===== config.mk =====
export PLATFORM = sky130hd
export DESIGN_NAME = serial_digit_subtractor
export DESIGN_NICKNAME = d
export VERILOG_FILES = /design/src/rtl/serial_digit_subtractor.sv
export SDC_FILE = /design/constraint.sdc
export NUM_CORES = 1
export LEC_CHECK = 0
export BUFFER_PORTS_ARGS = -buffer_cell sky130_fd_sc_hd__buf_4
export CAP_MARGIN = 5
export CORE_ASPECT_RATIO = 2
export CORE_MARGIN = 2
export CORE_UTILIZATION = 35
export CTS_BUF_LIST = sky130_fd_sc_hd__clkbuf_8 sky130_fd_sc_hd__clkbuf_16
export DETAILED_ROUTE_END_ITERATION = 10
export GPL_TIMING_DRIVEN = 0
export SLEW_MARGIN = 5
export SYNTH_ARGS = -nofsm -noshare
export SYNTH_HDL_FRONTEND = slang
export SYNTH_SLANG_ARGS = --single-unit

===== constraint.sdc =====
create_clock -name clk -period 4.63 [get_ports clk]
set_input_delay 0.6945 -clock clk [delete_from_list [all_inputs] [get_ports clk]]
set_output_delay 0.6945 -clock clk [all_outputs]
set_load 0.005 [all_outputs]

===== src/rtl/serial_digit_subtractor.sv =====
// Digit-serial subtractor: computes a - b (or 0 - b) one DIGIT-bit digit per clock,
// least-significant digit first, with a chained borrow register and start/done handshake.
module serial_digit_subtractor #(
   parameter int WIDTH = 32,
   parameter int DIGIT = 8
) (
   input  logic             clk,
   input  logic             rst,
   input  logic             start,
   input  logic             mode,
   input  logic [WIDTH-1:0] a,
   input  logic [WIDTH-1:0] b,
   output logic             busy,
   output logic             done,
   output logic [WIDTH-1:0] y,
   output logic             bout,
   output logic             zero
);

   localparam int NDIG = WIDTH / DIGIT;
   localparam int IDXW = (NDIG > 1) ? $clog2(NDIG) : 1;

   typedef enum logic {IDLE, RUN} state_t;

   state_t            state, state_nx;
   logic [WIDTH-1:0]  a_r, b_r;
   logic [IDXW-1:0]   idx;
   logic              borrow;
   logic [DIGIT:0]    dfull;
   logic [WIDTH-1:0]  y_nx;
   logic              last;

   always_ff @(posedge clk) begin
      if (rst) state <= IDLE;
      else     state <= state_nx;
   end

   always_comb begin
      state_nx = state;
      case (state)
         IDLE:    if (start) state_nx = RUN;
         RUN:     if (last)  state_nx = IDLE;
         default: state_nx = IDLE;
      endcase
   end

   always_comb begin
      busy = (state == RUN);
   end

   // One digit of the difference; the extra MSB of dfull is the borrow out.
   always_comb begin
      dfull = {1'b0, a_r[idx*DIGIT +: DIGIT]} - {1'b0, b_r[idx*DIGIT +: DIGIT]}
              - {{DIGIT{1'b0}}, borrow};
      y_nx  = y;
      y_nx[idx*DIGIT +: DIGIT] = dfull[DIGIT-1:0];
      last  = (idx == IDXW'(NDIG - 1));
   end

   always_ff @(posedge clk) begin
      if (rst) begin
         a_r    <= '0;
         b_r    <= '0;
         idx    <= '0;
         borrow <= 1'b0;
         y      <= '0;
         bout   <= 1'b0;
         zero   <= 1'b0;
         done   <= 1'b0;
      end else begin
         done <= 1'b0;
         case (state)
            IDLE: begin
               if (start) begin
                  a_r    <= mode ? '0 : a;
                  b_r    <= b;
                  borrow <= 1'b0;
                  idx    <= '0;
                  y      <= '0;
               end
            end
            RUN: begin
               y      <= y_nx;
               borrow <= dfull[DIGIT];
               idx    <= last ? '0 : idx + 1'b1;
               if (last) begin
                  bout <= dfull[DIGIT];
                  zero <= (y_nx == '0);
                  done <= 1'b1;
               end
            end
            default: ;
         endcase
      end
   end

endmodule


# Word level (Yosys, flattened, before mapping)
# Cells that the tools add are included.
# word_totals
ff_bits	103
input_bits	68
output_inout_bits	36
elab_cells	37
# classes
add_sub_neg	4
n_eq_ne	2
n_shift	4
muxes	13
bitwise_logic	1
reduce_logical	4
# op_table
cell	count
$mux 32	2
$pmux 32 s2	1
$shiftx 32x6->8	2
$neg 5->34	1
$shift 8x34->32 const A	1
$shiftx 8x34->32	1
$bwmux 32	1
$logic_not 32->1	1
$sub 8x8->9	1
$sub 9x1->9	1
$mux 1	4
$mux 2	2
$pmux 1 s2	2
$pmux 2 s2	1
$reduce_and 2->1	2
$add 2x1->2 const B	1
$eq 2x2->1 const B	1
$ne 2x2->1 const B	1
$reduce_or 2->1	1
$not 1->1	1

# Longest topological paths before layout
# Gate-level depths: netlist (run 1).
# logic_depth
ltp_word	6
depth_mapped	13
mapped_depth_nobuf	11

# Worst setup path before layout (run 1)
# OpenSTA, ideal clock, no wires.
# synth_timing
path_type	flip-flop to flip-flop
from	register idx[0]
to	register zero
setup_ps	117
arrival_time_ps	3757
required_time_ps	4513
path_slack_ps	755
stages_incl_launch_ff	12
synth_period_minus_slack_ps	3875
path_cell_list	dfxtp_1 -> buf_2 -> buf_2 -> mux4_2 -> fa_1 -> fa_1 -> nand2b_1 -> a2111oi_0 -> or3_1 -> xnor2_1 -> o41ai_2 -> a32o_1
# synth_between
elab_chain_cells	6
elab_cells_between_ends	11
classes_between	3 x add/sub; 1 x eq/ne; 4 x shift; 1 x mux; 2 x reduce/logical
# synth_rtl
element	line_no	source
start: declaration	27	logic [IDXW-1:0] idx;
start signal: assignment	85	idx <= last ? '0 : idx + 1'b1;
$shiftx 32x6->8	53	dfull = {1'b0, a_r[idx*DIGIT +: DIGIT]} - {1'b0, b_r[idx*DIGIT +: DIGIT]}
$sub 8x8->9	53	
$sub 9x1->9	54	- {{DIGIT{1'b0}}, borrow};
$shiftx 8x34->32	56	y_nx[idx*DIGIT +: DIGIT] = dfull[DIGIT-1:0];
$bwmux 32	56	
$logic_not 32->1	88	zero <= (y_nx == '0);
end signal: assignment	88	
end: declaration	17	output logic zero
# Several ways; a longest one is shown, not always the timed one.
# A chain may end at the register's enable or synchronous reset.

# Worst setup path after layout (run 1)
# layout_timing
from	register idx[1]
to	register zero
# Same word-level chain as after synthesis.

==> impl_metrics.yaml, run 1 <==
cells_and_area:
  layout_commonest_cell: "nand2_1"
  num-fill-cells: 1367
  syn2layout_area_growth_pct: 25.71
  drive_gt1_share_pct: 20.06
  final_cell_mix: "nand2_1, dfxtp_1, buf_4"
  fin_nets: 766
  ff_latch_area_sq_um: 2062
  multi_input_area_sq_um: 2504
  antennaDiodeCount: 0
synthesis:
  synth_mux_area_share_pct: 7.455
  syn_area_sq_um: 4833
  synth-simple-area-share_pct: 21.33
  synth_top_family_by_area: "simple AND/OR/NAND/NOR gates"
  ys.flop_type: "dfxtp_1"
  synth-edff-count: 0
  yosys.area_share.adder_pct: 5.488
  netlist_instances: 566
  synth.distinct_cells: 41
  synth_top_area_share_pct: 42.66
  synth-compound-area-share_pct: 16.23
  netlist_top_cells_area: "dfxtp_1, a21oi_1, nand2_1"
  postSynth.asyncResetShare_pct: 0
  synth_seq_area_share_pct: 42.66
  synth.avg_cell_area_sq_um: 8.540
  post-synth-top-area-cell: "dfxtp_1"
  ys_ff_latch: 103
  syn_nets: 654
  ys_warn_count: 0
  synth_xor_area_share_pct: 1.268
routing:
  wl_per_cell_um: 17.37
  wirelength_um: 14560
  drt_pass1_iterations: 4
  first_iter_violations: 194
  drc: 0
  viasPerCell: 5.255
  ant_nets: 0
  vias: 4404
job:
  max_cap_viol_count: 0
clock_tree:
  hold_buffers: 0
  clkSinkCount: 103
  htree_levels: 3
  cts_buffers: 9
  clockBufferDepth: 2
  insertion_delay_ns: 0.35
  path_clk_slew_ns: 0.07
  cts_tree: "yes"
  cts_root_buf: "clkbuf_16"
critical_path:
  timing_worst_setup_path_type: "reg -> reg"
  start_kind: "flop"
  cp.arrival_ns: 4.67
  end_kind: "flop"
  critical_path_required_ns: 4.88
  worstPathMaxFanout: 10
global_routing:
  gr-total-overflow: 0
  grt_max_degree: 18
  antenna_found_initial: 0
  grt.total_usage_pct: 20.08
  grt_pass1_vias: 4424
  grt_pass1_wl_um: 22600
place:
  port_buffers: 101
  routabilityCongestion: 0.9510
  place_hpwl_um: 11550
power:
  p_per_area_nw_per_um2: 348.8
  power_leakage_nw: 2.373
  vdd_drop_max_mv: 0.2103
sta:
  timing.hold.ws_ns: 0.4498
  worstMarginPinSlew_ns: 0.8232
  finalSetupViolations: 0
  post-route-period-util_pct: 95.59
  maxSlewViolCount: 0
  setup_tns_ns: 0
  fmax_mhz: 225.9
  fin_worst_skew_ns: 0.007169
  period_needed_ns: 4.426
  slew_headroom_pct: 44.73
  hold_viol: 0
  rsz0062_at_grt: "false"
die:
  die_h_um: 170.2
  core_area_sq_um: 13440
  rows: 60
  dieArea_sq_um: 14820
  fp.dieW_um: 87.10
  start_util_pct: 35.97
  ios: 104
run_status:
  outcome: "complete, no violations"
worst_hold_path:
  hold_class: "reg -> reg"
-- metrics by stage --
| step | instance area [sq um] | cells | setup slack, ns | power [W] | util (%) |
|---|---|---|---|---|---|
| 2_1_floorplan | 4833 | 566 | 0.7553 | 0.001234 | - |
| 3_3_place_gp | 5786 | 822 | 0.06514 | 0.001401 | 43.05 |
| 3_5_place_dp | 5786 | 822 | 0.02606 | 0.001407 | 43.05 |
| 4_1_cts | 6070 | 838 | 0.01828 | 0.002128 | 45.17 |
| 5_1_grt | 6076 | 838 | 0.07216 | 0.002206 | 45.21 |
| 6_report | 6076 | 838 | 0.2042 | 0.002119 | 45.21 |
-- flip-flops by register name, summed over array words and instances (netlist names) --
signal,flops
a_r,32
b_r,32
y,32
idx,2
borrow,1
bout,1
busy,1
done,1
zero,1
-- worst max-delay path: stages, from the launching register on --
cell and delay, ns:
dfxtp_1 0.40, clkbuf_1 0.43, clkbuf_1 0.54, mux4_2 0.44, fa_1 0.44, fa_1 0.44
nand2b_1 0.18, a2111oi_1 0.48, or3_1 0.20, xnor2_1 0.37, o41ai_2 0.17, a32o_1 0.23
-- final cells by class --
class | instances | share of cell area (%)
Multi-Input combinational cell | 392 | 41.21
Sequential cell | 103 | 33.94
Timing Repair Buffer | 101 | 12.48
Clock buffer | 10 | 3.933
Tap cell | 155 | 3.192
Buffer | 40 | 2.595
Inverter | 31 | 1.915
Clock inverter | 6 | 0.7414
-- per-layer routing --
layer	share of wire [%]	routed length [um]	track usage, %	up-vias
li1	-	-	-	2186
met5	0	0	0	-
met3	3.5	512	3.007	33
met2	55	8041	37.31	123
met1	36	5253	20.47	2062
met4	5.2	752	11.77	0
-- logic make-up (layout without fill, tap and decap cells) --
logic type               count (synthesis)  in the layout
AO/OA/AOI/OAI                          132            132
multiplexers                            16             16
flip-flops                             103            103
AND/OR/NAND/NOR                        217            217
XOR/XNOR                                 7              7
buffers and inverters                   71            188
adder cells (fa/ha/maj)                 20             20
-- power breakdown --
part | internal (W) | total (W) | switching [W] | leakage (nW)
logic | 0.000175 | 0.000444 | 0.000268 | 1.40
clock network | 0.000382 | 0.000731 | 0.000348 | 0.137
registers | 0.000921 | 0.000945 | 0.0000233 | 0.838
-- Yosys cell counts (all sizes together) (3+ instances only) --
library cell  count
a21oi            83
a22oi            24
and3              3
buf               6
clkbuf           34
dfxtp           103
ha               18
inv              30
mux4             16
nand2           104
nand2b            5
nand3             9
nand3b           33
nor2             39
nor3              7
nor4              4
o21ai            13
or3               3
xnor2             5
-- what timing repair did --
action                     in CTS  in global routing
resized for setup               0                  3
setup buffers                   0                  0
hold endpoints to repair        0                  0
setup endpoints to repair       0                  6
-- final timing paths --
| check | start | endpoint | slack (ns) | cells past startpoint |
|---|---|---|---|---|
| setup / recovery | idx[1] | zero | 0.20 | 11 |
| hold / removal | a_r[30] | a_r[30] | 0.45 | 2 |
| setup reg to reg | idx[1] | zero | 0.20 | 11 |
| hold reg to reg | a_r[30] | a_r[30] | 0.45 | 2 |
(Power assumes the default switching activity.)
==> inputs of run 2 (changes only) <==
Settings changed: BUFFER_PORTS_ARGS -buffer_cell sky130_fd_sc_hd__buf_4 to -buffer_cell sky130_fd_sc_hd__buf_2, CORE_MARGIN 2 to 3.
==> run 2 against run 1 <==
Effect of this change: sequential share of layout area is 1.5 points higher; clock skew is 0.0018 ns higher; cell count unchanged.
==> impl_metrics.yaml, run 2 (synthesis results as in run 1) <==
run_status:
  outcome: "complete, no violations"
clock_tree:
  clockBufferDepth: 2
  htree_levels: 3
  cts_buffers: 9
  clkSinkCount: 103
  cts_setup_buffers: 0
  cts_root_buf: "clkbuf_16"
  insertion_delay_ns: 0.35
  cts_tree: "yes"
  path_clk_slew_ns: 0.07
worst_hold_path:
  hold_class: "reg -> reg"
  hold_start: "a_r[30]"
  min_to: "a_r[30]"
  min_path_cells: 2
die:
  fp.dieW_um: 89.10
  dieArea_sq_um: 15340
  start_util_pct: 35.77
  core_area_sq_um: 13510
  die_h_um: 172.2
  rows: 60
  ios: 104
routing:
  ant_nets: 0
  wl_per_cell_um: 17.20
  vias: 4448
  drt_pass1_iterations: 5
  wirelength_um: 14420
  viasPerCell: 5.308
  first_iter_violations: 205
  drc: 0
cells_and_area:
  final_cell_mix: "nand2_1, dfxtp_1, buf_2"
  num-fill-cells: 1401
  drive_gt1_share_pct: 20.20
  design_area_sq_um: 5819
  reg_top3: "a_r (32), b_r (32), y (32)"
  fin_nets: 766
  antennaDiodeCount: 0
  layout_commonest_cell: "nand2_1"
  ff_latch_area_sq_um: 2062
  multi_input_area_sq_um: 2504
  syn2layout_area_growth_pct: 20.40
global_routing:
  grt_pass1_vias: 4558
  antenna_found_initial: 0
  grt_pass1_wl_um: 22050
  grt_max_degree: 19
  gr-total-overflow: 0
  grt.total_usage_pct: 18.97
place:
  routabilityCongestion: 0.9569
  place_hpwl_um: 11520
  port_buffers: 101
  postPlaceCellArea_sq_um: 5533
sta:
  worstMarginPinSlew_ns: 0.8026
  setup_tns_ns: 0
  slew_headroom_pct: 46.11
  fin_worst_skew_ns: 0.008968
  post-route-period-util_pct: 94.51
  finalSetupViolations: 0
  maxSlewViolCount: 0
  period_needed_ns: 4.376
  fmax_mhz: 228.5
  rsz0062_at_grt: "false"
  hold_viol: 0
critical_path:
  critical_path_required_ns: 4.87
  cp.arrival_ns: 4.61
  worstReg2RegEnd: "zero"
  worstPathMaxFanout: 10
  worstPathCellList: "clkbuf_4 > buf_4 > mux4_2 > fa_1 > fa_1 > nand2b_1 > a2111oi_1 > or3_1 > xnor2_1 > o41ai_2 > a32o_1"
  timing_worst_setup_path_type: "reg -> reg"
  start_kind: "flop"
  r2r_cells: 11
  slowest_stage: "mux4_2"
  slowest_delay_ns: 0.56
  rr_startpoint: "idx[0]"
  end_kind: "flop"
  reg2reg_slack_ns: 0.25
  crit_top_cell: "fa_1"
job:
  max_cap_viol_count: 0
power:
  vdd_drop_max_mv: 0.1784
  p_per_area_nw_per_um2: 359.3
  power_leakage_nw: 2.327
run 2: report_power, final:
group | internal (W) | total [W] | switching [W] | leakage, nW
sequential | 0.000921 | 0.000944 | 0.0000231 | 0.838
combinational | 0.000157 | 0.000421 | 0.000264 | 1.35
clock | 0.000372 | 0.000725 | 0.000353 | 0.140
run 2: stage by stage:
| stage | utilization [%] | hold WS (ns) | setup WS (ns) | instances | total power, W |
|---|---|---|---|---|---|
| 2_1_floorplan | - | 0.4287 | 0.7553 | 566 | 0.001234 |
| 3_3_place_gp | 40.94 | 0.4363 | 0.1139 | 822 | 0.001378 |
| 3_5_place_dp | 40.94 | 0.4448 | -0.01221 | 822 | 0.001385 |
| 4_1_cts | 43.03 | 0.4540 | 0.08183 | 838 | 0.002102 |
| 5_1_grt | 43.06 | 0.4661 | 0.02270 | 838 | 0.002180 |
| 6_report | 43.06 | 0.4534 | 0.2541 | 838 | 0.002091 |
run 2: what timing repair did:
| item | 4_1_cts | 5_1_grt |
|---|---|---|
| hold endpoints to repair | 0 | 0 |
| resized for setup | 1 | 4 |
| hold buffers | 0 | 0 |
| setup endpoints to repair | 1 | 5 |
run 2: critical path: cells and delay by family, from the launching register on:
kind,cells,cell delay (ns)
compound gates,3,0.91
buf+inv,2,0.62
xor+xnor,1,0.36
simple gates,2,0.38
mux,1,0.56
flops,1,0.55
fa+ha+maj,2,0.89
run 2: worst max-delay path by stage:
stage / from / end / slack, ns
after global routing: idx[0] / zero / 0.02
after floorplan: idx[0] / zero / 0.76
after detailed placement: idx[0] / zero / -0.01
after global placement: idx[0] / zero / 0.11
after CTS: idx[0] / zero / 0.08
final: idx[0] / zero / 0.25
run 2: final cells by class:
cell class	instances	share of cell area [%]
plain buffers	40	2.731
flip-flops and latches	103	35.43
well taps	155	3.333
clock inverters	7	0.9245
inverters	31	2.000
repair buffers	101	8.686
multi-input cells	392	43.02
clock buffers	9	3.870
run 2: per-layer routing:
layer  share of wire (%)  wire length (um)  global-route usage [%]  vias to the layer above
li1                    -                 -                       -                     2184
met1                  35              5078                   18.94                     2083
met2                  56              8085                   36.30                      144
met3                 4.1               585                   3.243                       37
met4                 4.6               665                   8.944                        0
met5                   0                 0                       0                        -
